`src/rtl/simple_axi4_master.sv`:
```
// simple_axi4_master: turns each host tcpBus command into one AXI4 INCR burst, one transaction at a time.
// Optional build macro PARTIAL_STRB_EN trims the write strobe on a partial final beat.
module simple_axi4_master #(
    parameter int unsigned MAX_BEATS = 256,
    parameter logic [2:0]  AXSIZE    = 3'b100
) (
    input  logic         clk,
    input  logic         reset,
    output logic         masterAxi_aw_valid,
    input  logic         masterAxi_aw_ready,
    output logic [31:0]  masterAxi_aw_payload_addr,
    output logic [7:0]   masterAxi_aw_payload_len,
    output logic [2:0]   masterAxi_aw_payload_size,
    output logic [1:0]   masterAxi_aw_payload_burst,
    output logic         masterAxi_w_valid,
    input  logic         masterAxi_w_ready,
    output logic [127:0] masterAxi_w_payload_data,
    output logic [15:0]  masterAxi_w_payload_strb,
    output logic         masterAxi_w_payload_last,
    input  logic         masterAxi_b_valid,
    output logic         masterAxi_b_ready,
    input  logic [1:0]   masterAxi_b_payload_resp,
    output logic         masterAxi_ar_valid,
    input  logic         masterAxi_ar_ready,
    output logic [31:0]  masterAxi_ar_payload_addr,
    output logic [7:0]   masterAxi_ar_payload_len,
    output logic [2:0]   masterAxi_ar_payload_size,
    output logic [1:0]   masterAxi_ar_payload_burst,
    input  logic         masterAxi_r_valid,
    output logic         masterAxi_r_ready,
    input  logic [127:0] masterAxi_r_payload_data,
    input  logic [1:0]   masterAxi_r_payload_resp,
    input  logic         masterAxi_r_payload_last,
    input  logic [31:0]  tcpBus_addr,
    input  logic [31:0]  tcpBus_size,
    input  logic         tcpBus_wdata_valid,
    output logic         tcpBus_wdata_ready,
    input  logic [127:0] tcpBus_wdata_payload_fragment,
    input  logic         tcpBus_wdata_payload_last,
    output logic         tcpBus_rdata_valid,
    input  logic         tcpBus_rdata_ready,
    output logic [127:0] tcpBus_rdata_payload_fragment,
    output logic         tcpBus_rdata_payload_last,
    output logic         tcpBus_rsp_valid,
    output logic [1:0]   tcpBus_rsp_payload
);
    localparam int unsigned ADDR_W = 32;
    localparam int unsigned LEN_W  = 8;
    localparam int unsigned STRB_W = 16;
    localparam int unsigned BCNT_W = 29;

    typedef enum logic [2:0] {IDLE, AW, W, B, AR, R, DONE} state_e;

    state_e              state_q, state_d;
    logic [ADDR_W-1:0]   addr_q, addr_d;
    logic [LEN_W-1:0]    len_q, len_d;
    logic [LEN_W-1:0]    cnt_q, cnt_d;
    logic [1:0]          resp_acc_q, resp_acc_d;
    logic                aw_valid_q, aw_valid_d;
    logic                ar_valid_q, ar_valid_d;
    logic                rsp_valid_q, rsp_valid_d;
    logic [1:0]          rsp_payload_q, rsp_payload_d;
    logic [BCNT_W-1:0]   beats_c;
    logic [LEN_W-1:0]    len_c;
    logic                w_last_c;
    logic                unused_c;

    // Beat count from byte size, rounded up and clamped; 29 bits cannot overflow.
    assign beats_c  = BCNT_W'(tcpBus_size[31:4]) + BCNT_W'(tcpBus_size[3:0] != 4'd0);
    assign len_c    = (beats_c > BCNT_W'(MAX_BEATS)) ? LEN_W'(MAX_BEATS - 1)
                                                     : LEN_W'(beats_c - BCNT_W'(1));
    assign w_last_c = (cnt_q == len_q);
    assign unused_c = tcpBus_wdata_payload_last;

    assign masterAxi_aw_valid            = aw_valid_q;
    assign masterAxi_aw_payload_addr     = addr_q;
    assign masterAxi_aw_payload_len      = len_q;
    assign masterAxi_aw_payload_size     = AXSIZE;
    assign masterAxi_aw_payload_burst    = 2'b01;
    assign masterAxi_ar_valid            = ar_valid_q;
    assign masterAxi_ar_payload_addr     = addr_q;
    assign masterAxi_ar_payload_len      = len_q;
    assign masterAxi_ar_payload_size     = AXSIZE;
    assign masterAxi_ar_payload_burst    = 2'b01;
    assign masterAxi_w_payload_data      = tcpBus_wdata_payload_fragment;
    assign masterAxi_w_payload_last      = w_last_c;
    assign tcpBus_rdata_payload_fragment = masterAxi_r_payload_data;
    assign tcpBus_rdata_payload_last     = masterAxi_r_payload_last;
    assign tcpBus_rsp_valid              = rsp_valid_q;
    assign tcpBus_rsp_payload            = rsp_payload_q;

`ifdef PARTIAL_STRB_EN
    logic [3:0] size_lo_q, size_lo_d;
    // Only the final beat of a non-multiple-of-16 transfer is trimmed.
    assign masterAxi_w_payload_strb = (w_last_c && (size_lo_q != 4'd0))
                                    ? ((STRB_W'(1) << size_lo_q) - STRB_W'(1))
                                    : {STRB_W{1'b1}};
    always_ff @(posedge clk) begin
        if (reset) size_lo_q <= 4'd0;
        else       size_lo_q <= size_lo_d;
    end
`else
    assign masterAxi_w_payload_strb = {STRB_W{1'b1}};
`endif

    always_ff @(posedge clk) begin
        if (reset) begin
            state_q       <= IDLE;
            addr_q        <= '0;
            len_q         <= '0;
            cnt_q         <= '0;
            resp_acc_q    <= '0;
            aw_valid_q    <= 1'b0;
            ar_valid_q    <= 1'b0;
            rsp_valid_q   <= 1'b0;
            rsp_payload_q <= '0;
        end else begin
            state_q       <= state_d;
            addr_q        <= addr_d;
            len_q         <= len_d;
            cnt_q         <= cnt_d;
            resp_acc_q    <= resp_acc_d;
            aw_valid_q    <= aw_valid_d;
            ar_valid_q    <= ar_valid_d;
            rsp_valid_q   <= rsp_valid_d;
            rsp_payload_q <= rsp_payload_d;
        end
    end

    always_comb begin
        state_d            = state_q;
        addr_d             = addr_q;
        len_d              = len_q;
        cnt_d              = cnt_q;
        resp_acc_d         = resp_acc_q;
        aw_valid_d         = aw_valid_q;
        ar_valid_d         = ar_valid_q;
        rsp_valid_d        = 1'b0;
        rsp_payload_d      = rsp_payload_q;
`ifdef PARTIAL_STRB_EN
        size_lo_d          = size_lo_q;
`endif
        masterAxi_w_valid  = 1'b0;
        tcpBus_wdata_ready = 1'b0;
        masterAxi_b_ready  = 1'b0;
        masterAxi_r_ready  = 1'b0;
        tcpBus_rdata_valid = 1'b0;
        unique case (state_q)
            IDLE: begin
                // Write wins when both a write beat and a read request are pending.
                if ((tcpBus_size != 32'd0) && (tcpBus_wdata_valid || tcpBus_rdata_ready)) begin
                    addr_d = tcpBus_addr;
                    len_d  = len_c;
                    cnt_d  = '0;
`ifdef PARTIAL_STRB_EN
                    size_lo_d = tcpBus_size[3:0];
`endif
                    if (tcpBus_wdata_valid) begin
                        aw_valid_d = 1'b1;
                        state_d    = AW;
                    end else begin
                        ar_valid_d = 1'b1;
                        state_d    = AR;
                    end
                end
            end
            AW: begin
                if (masterAxi_aw_ready) begin
                    aw_valid_d = 1'b0;
                    state_d    = W;
                end
            end
            W: begin
                masterAxi_w_valid  = tcpBus_wdata_valid;
                tcpBus_wdata_ready = masterAxi_w_ready;
                if (tcpBus_wdata_valid && masterAxi_w_ready) begin
                    cnt_d = cnt_q + LEN_W'(1);
                    if (w_last_c) state_d = B;
                end
            end
            B: begin
                masterAxi_b_ready = 1'b1;
                if (masterAxi_b_valid) begin
                    rsp_valid_d   = 1'b1;
                    rsp_payload_d = masterAxi_b_payload_resp;
                    state_d       = DONE;
                end
            end
            AR: begin
                if (masterAxi_ar_ready) begin
                    ar_valid_d = 1'b0;
                    resp_acc_d = '0;
                    state_d    = R;
                end
            end
            R: begin
                tcpBus_rdata_valid = masterAxi_r_valid;
                masterAxi_r_ready  = tcpBus_rdata_ready;
                if (masterAxi_r_valid && tcpBus_rdata_ready) begin
                    resp_acc_d = resp_acc_q | masterAxi_r_payload_resp;
                    if (masterAxi_r_payload_last) begin
                        rsp_valid_d   = 1'b1;
                        rsp_payload_d = resp_acc_q | masterAxi_r_payload_resp;
                        state_d       = DONE;
                    end
                end
            end
            DONE: begin
                // Wait for the host to drop its request so a held level never re-triggers.
                if (!tcpBus_wdata_valid && !tcpBus_rdata_ready) state_d = IDLE;
            end
            default: state_d = IDLE;
        endcase
    end
endmodule

```
`config.mk`:
```
export PLATFORM = sky130hd
export DESIGN_NAME = simple_axi4_master
export DESIGN_NICKNAME = d
export VERILOG_FILES = /design/src/rtl/simple_axi4_master.sv
export SDC_FILE = /design/constraint.sdc
export NUM_CORES = 1
export LEC_CHECK = 0
export ABC_CLOCK_PERIOD_IN_PS = 7040
export CAP_MARGIN = 20
export CELL_PAD_IN_SITES_DETAIL_PLACEMENT = 0
export CELL_PAD_IN_SITES_GLOBAL_PLACEMENT = 1
export CORE_AREA = 4 4 275 277
export CTS_CLUSTER_DIAMETER = 80
export DETAILED_ROUTE_END_ITERATION = 16
export DIE_AREA = 0 0 279 281
export PLACE_DENSITY = 0.54
export SLEW_MARGIN = 25
export SYNTH_ARGS = -nofsm -noshare
export SYNTH_HDL_FRONTEND = slang
export SYNTH_SLANG_ARGS = --single-unit
```
`constraint.sdc`:
```
create_clock -name clk -period 7.04 [get_ports clk]
set_clock_uncertainty 0.1 [all_clocks]
set_input_delay 0.704 -clock clk [delete_from_list [all_inputs] [get_ports clk]]
set_output_delay 0.704 -clock clk [all_outputs]
set_load 0.005 [all_outputs]
```
Word level (Yosys, flattened, before mapping)
Index checks and enable logic that the tools add are counted.
{"block": "totals", "ff_bits": 58, "latch_bits": 0, "ram_bits": 0, "mem_bits_ro": 0, "in_bits": 335, "out_inout_bits": 374, "wordCells": 93, "n_memories": 0}
{"block": "classes", "n_addsub": 3, "mul": 0, "div_mod_pow": 0, "n_lt_le_gt_ge": 1, "eq_ne": 18, "shift": 0, "mux": 39, "bitwise": 1, "reduce_logical": 22}
{"op": "nonzero test 32 bit", "n": 1}
{"op": "two-way mux 3 bit", "n": 10}
{"op": "adder 28 x 1 -> 29 bit", "n": 1}
{"op": "> comparator 29 x 9 -> 1 bit, second input constant", "n": 1}
{"op": "two-way mux 8 bit", "n": 3}
{"op": "inequality test 2 bit, second input constant", "n": 11}
{"op": "one-hot mux 3 bit (7 select lines)", "n": 1}
{"op": "one-hot mux 8 bit (2 select lines)", "n": 1}
{"op": "two-way mux 1 bit", "n": 14}
{"op": "AND reduction 4 bit", "n": 3}
{"op": "two-way mux 2 bit", "n": 5}
{"op": "nonzero test 2 bit", "n": 5}
{"op": "equality test 3 bit, second input constant", "n": 3}
{"op": "AND reduction 9 bit", "n": 1}
{"op": "adder 8 x 1 -> 8 bit, second input constant", "n": 1}
{"op": "equality test 8 bit", "n": 1}
{"op": "one-hot mux 2 bit (2 select lines)", "n": 2}
{"op": "subtractor 8 x 1 -> 8 bit, second input constant", "n": 1}
{"op": "equality test 3 x 2 -> 1 bit, second input constant", "n": 2}
{"op": "one-hot mux 1 bit (2 select lines)", "n": 3}
{"op": "AND reduction 3 bit", "n": 2}
{"op": "logical AND 1 bit", "n": 4}
{"op": "nonzero test 4 bit", "n": 1}
{"op": "equality test 3 x 1 -> 1 bit, second input constant", "n": 1}
{"op": "other kinds (5)", "n": 6}

Logic depth before layout (Yosys ltp)
{"block": "logic_depth", "word_depth": 4, "ltp_mapped": 10, "mapped_depth_nobuf": 10}

Worst setup path before layout
Ideal clock, no wire load.
{"block": "synth_timing", "path_type": "input port to flip-flop", "start": "in tcpBus_size[1]", "end": "reg len_q[0], in the netlist masterAxi_ar_payload_len[0]", "setup_time_ns": 0.137, "arrival_time_ns": 3.047, "required_ns": 6.803, "setup_slack_ns": 3.756, "path_stages": 10, "path_buffers": 0, "cell_sequence": "or4_4 ha_1 ha_1 and2_1 nand4_1 xor2_1 a41oi_1 or4_4 nor4_4 a211oi_1"}
{"block": "synth_via", "elab_chain_len": 4, "word_cells_on_any_way": 8, "cone_classes": "2 x add/sub; 1 x order compare; 1 x mux; 4 x reduce/logical"}
{"element": "start: declaration", "line": "35", "source": "input logic [31:0] tcpBus_size,"}
{"element": "nonzero test 4 bit", "line": "69", "source": "assign beats_c = BCNT_W'(tcpBus_size[31:4]) + BCNT_W'(tcpBus_size[3:0] != 4'd0);"}
{"element": "adder 28 x 1 -> 29 bit", "line": "69"}
{"element": "> comparator 29 x 9 -> 1 bit / subtractor 8 x 1 -> 8 bit (equally long branches)", "line": "70, 71"}
{"element": "two-way mux 8 bit", "line": "70", "source": "assign len_c = (beats_c > BCNT_W'(MAX_BEATS)) ? LEN_W'(MAX_BEATS - 1)"}
{"element": "end signal: assignment", "line": "120", "source": "len_q <= len_d;"}
{"element": "end: declaration", "line": "56", "source": "logic [LEN_W-1:0] len_q, len_d;"}
Parallel ways exist; a longest one is shown, timed or not.
A chain may end at the register's enable or synchronous reset.

Final worst setup path
{"block": "layout_timing", "start": "in tcpBus_size[3]", "end": "reg len_q[2], in the netlist masterAxi_ar_payload_len[2]"}
Same word-level chain as after synthesis.

==> impl_metrics.py <==
metrics = {
    "run_status": {
        "status": "finished clean",
    },
    "setup_path": {
        "end_kind": "flop",
        "r2r-end": "masterAxi_ar_payload_len[2]",
        "r2r_cells": 5,
        "critPathLaunchType": "input port",
        "r2r_slack_ns": 4.09,
        "crit_type": "input port to flop",
        "cp.required_ns": 7.13,
        "worstPathArrival_ns": 4.02,
        "cp_max_fo": 8,
        "reg2reg_from": "state_q[2]",
    },
    "drt": {
        "avgRoutedWirePerCell_um": 16.1,
        "drtPass1Iterations": 7,
        "drtIter0Drc": 188,
        "via_count": 4318,
        "detail-route-antenna-nets": 0,
        "drc": 0,
        "wl_mm": 25.4,
        "post_drt_via_cell_ratio": 2.73,
    },
    "timing": {
        "period_needed_ns": 3.94,
        "finalSetupTns_ns": 0,
        "slew_violations": 0,
        "setup_viol": 0,
        "post-route-period-util_pct": 55.9,
        "worst_pin_slew_ns": 0.829,
        "rsz0062_at_grt": "no",
        "relSlewSlack_pct": 44.3,
        "timing.fmax_mhz": 254,
        "final_hold_viol_count": 0,
    },
    "pwr": {
        "powerDensity_mw_per_mm2": 272,
        "power_leakage_nw": 1.99,
        "irDropWorstVdd_uv": 112,
    },
    "clock_tree": {
        "cts_made_buffers": 9,
        "path_clk_slew_ns": 0.06,
        "cts.path.max_buffers": 2,
        "cts_hold_buf": 0,
        "cts-root-buf": "clkbuf_16",
        "cts_tree": "built",
        "cts.sinks": 58,
        "post-cts-setup-buffers": 0,
        "htree_num_levels": 3,
        "ctsResizeCount": 0,
        "insertion_delay_ns": 0.33,
    },
    "yosys": {
        "netlist_top_cells_area": "buf_4 (42%), dfxtp_1 (20%), nand2_1 (5.5%)",
        "synth_top_cell_by_area": "buf_4",
        "synth_top_area_share_pct": 42.4,
        "synth_seq_area_share_pct": 20.3,
        "synth_seq_cells": 58,
        "syn_area_mm2": 0.00572,
        "ys_warn_count": 0,
        "ys.flop_type": "dfxtp_1",
        "postSynthCellCount": 757,
        "synth_edf_count": 0,
        "synth.distinct_cells": 56,
        "avgSynthCellArea_um2": 7.56,
        "async_reset_ff_share_pct": 0,
    },
    "floorplan": {
        "die_area_mm2": 0.0784,
        "die_w_um": 279,
        "pin_count": 709,
        "rows": 99,
        "design.core.area_mm2": 0.0728,
        "fp.dieH_um": 281,
        "start_util_pct": 7.85,
    },
    "finish": {
        "layout.nets": 958,
        "mostFrequentLayoutCells": "clkdlybuf4s50_1 (168), nand2_1 (84), dfxtp_1 (58), a21oi_1 (49), nor2_1 (44)",
        "multi_input_area_mm2": 0.00212,
        "seq_area_mm2": 0.00116,
        "finalNonFillerCells": 1581,
        "drive_gt1_share_pct": 4.98,
        "area_growth_pct": 14.3,
        "n_fill_cell": 8469,
        "n_antenna_cell": 0,
        "layout_commonest_cell": "clkdlybuf4s50_1",
    },
    "global_route": {
        "antenna_found_initial": 3,
        "first_global_vias": 4047,
        "grt_max_degree": 54,
        "grt_pass1_wl_mm": 32.9,
        "grt_usage_pct": 5.99,
        "grt-ovfl-total": 0,
    },
    "place": {
        "hpwl_mm": 21.2,
        "io_buffers": 169,
        "dp_cells": 1565,
        "routabilityCongestion": 0.780,
    },
    "worst_hold_path": {
        "hold_path_end": "masterAxi_aw_valid",
        "hold_class": "flop to flop",
        "hp-start": "masterAxi_aw_valid",
        "worst_hold_path.num_cells": 2,
    },
    "flow_run": {
        "maxCapViolations": 0,
    },
}
power by group:
group / internal, mW / switching (mW) / leakage [nW]
clock network: 0.330 / 0.170 / 0.163
registers: 0.415 / 0.127 / 0.477
logic: 0.399 / 0.339 / 1.35
total: 1.14 / 0.636 / 1.99
critical path: stages:
cell and delay [ns]:
clkdlybuf4s50_1 0.45, or4_4 0.54, ha_1 0.21, ha_1 0.28
nand3_1 0.21, nor2_4 0.08, xnor2_1 0.32, a41oi_1 0.13
or4_4 0.46, nor4_4 0.48, a211oi_1 0.16
cell usage after synthesis (2+ instances only):
cell / count
inv_1: 7
and3_1: 8
or3_1: 2
nand3_1: 13
o21ai_0: 7
o31ai_1: 2
nand2_1: 84
nor3_1: 9
nor2_1: 44
or4_4: 2
mux2i_1: 5
a31oi_1: 3
o2111ai_1: 3
clkbuf_1: 13
and2_1: 3
xnor2_1: 18
nor4_1: 8
nor4_2: 2
ha_1: 6
dfxtp_1: 58
a21oi_1: 49
buf_4: 323
o211ai_1: 6
buf_2: 9
nand4_1: 14
a22oi_1: 4
xor2_1: 9
nand3b_1: 2
nor2b_1: 5
conb_1: 2
nand2b_1: 2
o21a_1: 2
a211oi_1: 10
stage by stage:
| step | worst slack, ns | total power, mW | utilization (%) | hold WS (ns) | cell area, µm² |
|---|---|---|---|---|---|
| finish | 3.10 | 1.78 | 8.98 | 0.355 | 6540 |
| global route | 2.91 | 1.91 | 8.98 | 0.387 | 6540 |
| CTS | 2.68 | 1.83 | 8.96 | 0.361 | 6530 |
| detailed placement | 2.34 | 1.31 | 8.51 | 0.353 | 6200 |
| global placement | 2.38 | 1.31 | 8.51 | 0.351 | 6200 |
| floorplan | 3.76 | 1.02 | - | 0.353 | 5810 |
worst max-delay path by stage:
stage	from	to	slack, ns
global route	tcpBus_size[3]	masterAxi_ar_payload_len[2]	2.91
detailed placement	tcpBus_size[7]	masterAxi_ar_payload_len[2]	2.34
floorplan	tcpBus_size[1]	masterAxi_ar_payload_len[0]	3.76
global placement	tcpBus_size[7]	masterAxi_ar_payload_len[2]	2.38
finish	tcpBus_size[3]	masterAxi_ar_payload_len[2]	3.10
CTS	tcpBus_size[7]	masterAxi_ar_payload_len[2]	2.68
registers in the layout, indices dropped and copies added, names as in the netlist:
register	flops
masterAxi_ar_valid	1
masterAxi_aw_valid	1
tcpBus_rsp_payload	2
tcpBus_rsp_valid	1
cnt_q	8
masterAxi_ar_payload_len	8
resp_acc_q	2
state_q	3
masterAxi_ar_payload_addr	32
routing by layer:
layer	track usage, %	share of wire (%)	wire length, µm	vias to the layer above
li1	-	-	-	1888
met2	9.66	46	11700	452
met3	4.03	16	4100	95
met4	2.46	3.9	1000	6
met5	1.28	0.59	149	-
met1	6.02	33	8480	1877
layout make-up:
type / instances / share of cell area, %
Tap cell: 959 / 18.4
Inverter: 7 / 0.402
Clock buffer: 12 / 3.92
Multi-Input combinational cell: 370 / 32.4
Timing Repair Buffer: 171 / 26.1
Clock inverter: 4 / 1.13
Sequential cell: 58 / 17.8
logic make-up (layout without fill, tap and decap cells):
logic type	count (synthesis)	after routing	synth area share, %
other	2	26	0.131
and+or+nand+nor	209	209	18.1
adders and majority gates	6	6	1.31
buffers and inverters	353	194	44.6
muxes	6	6	1.07
xor gates and xnor gates	27	27	4.13
AOI/OAI and AO/OA	96	96	10.4
DFF	58	58	20.3
No activity file was read; power rests on OpenSTA's default activity.
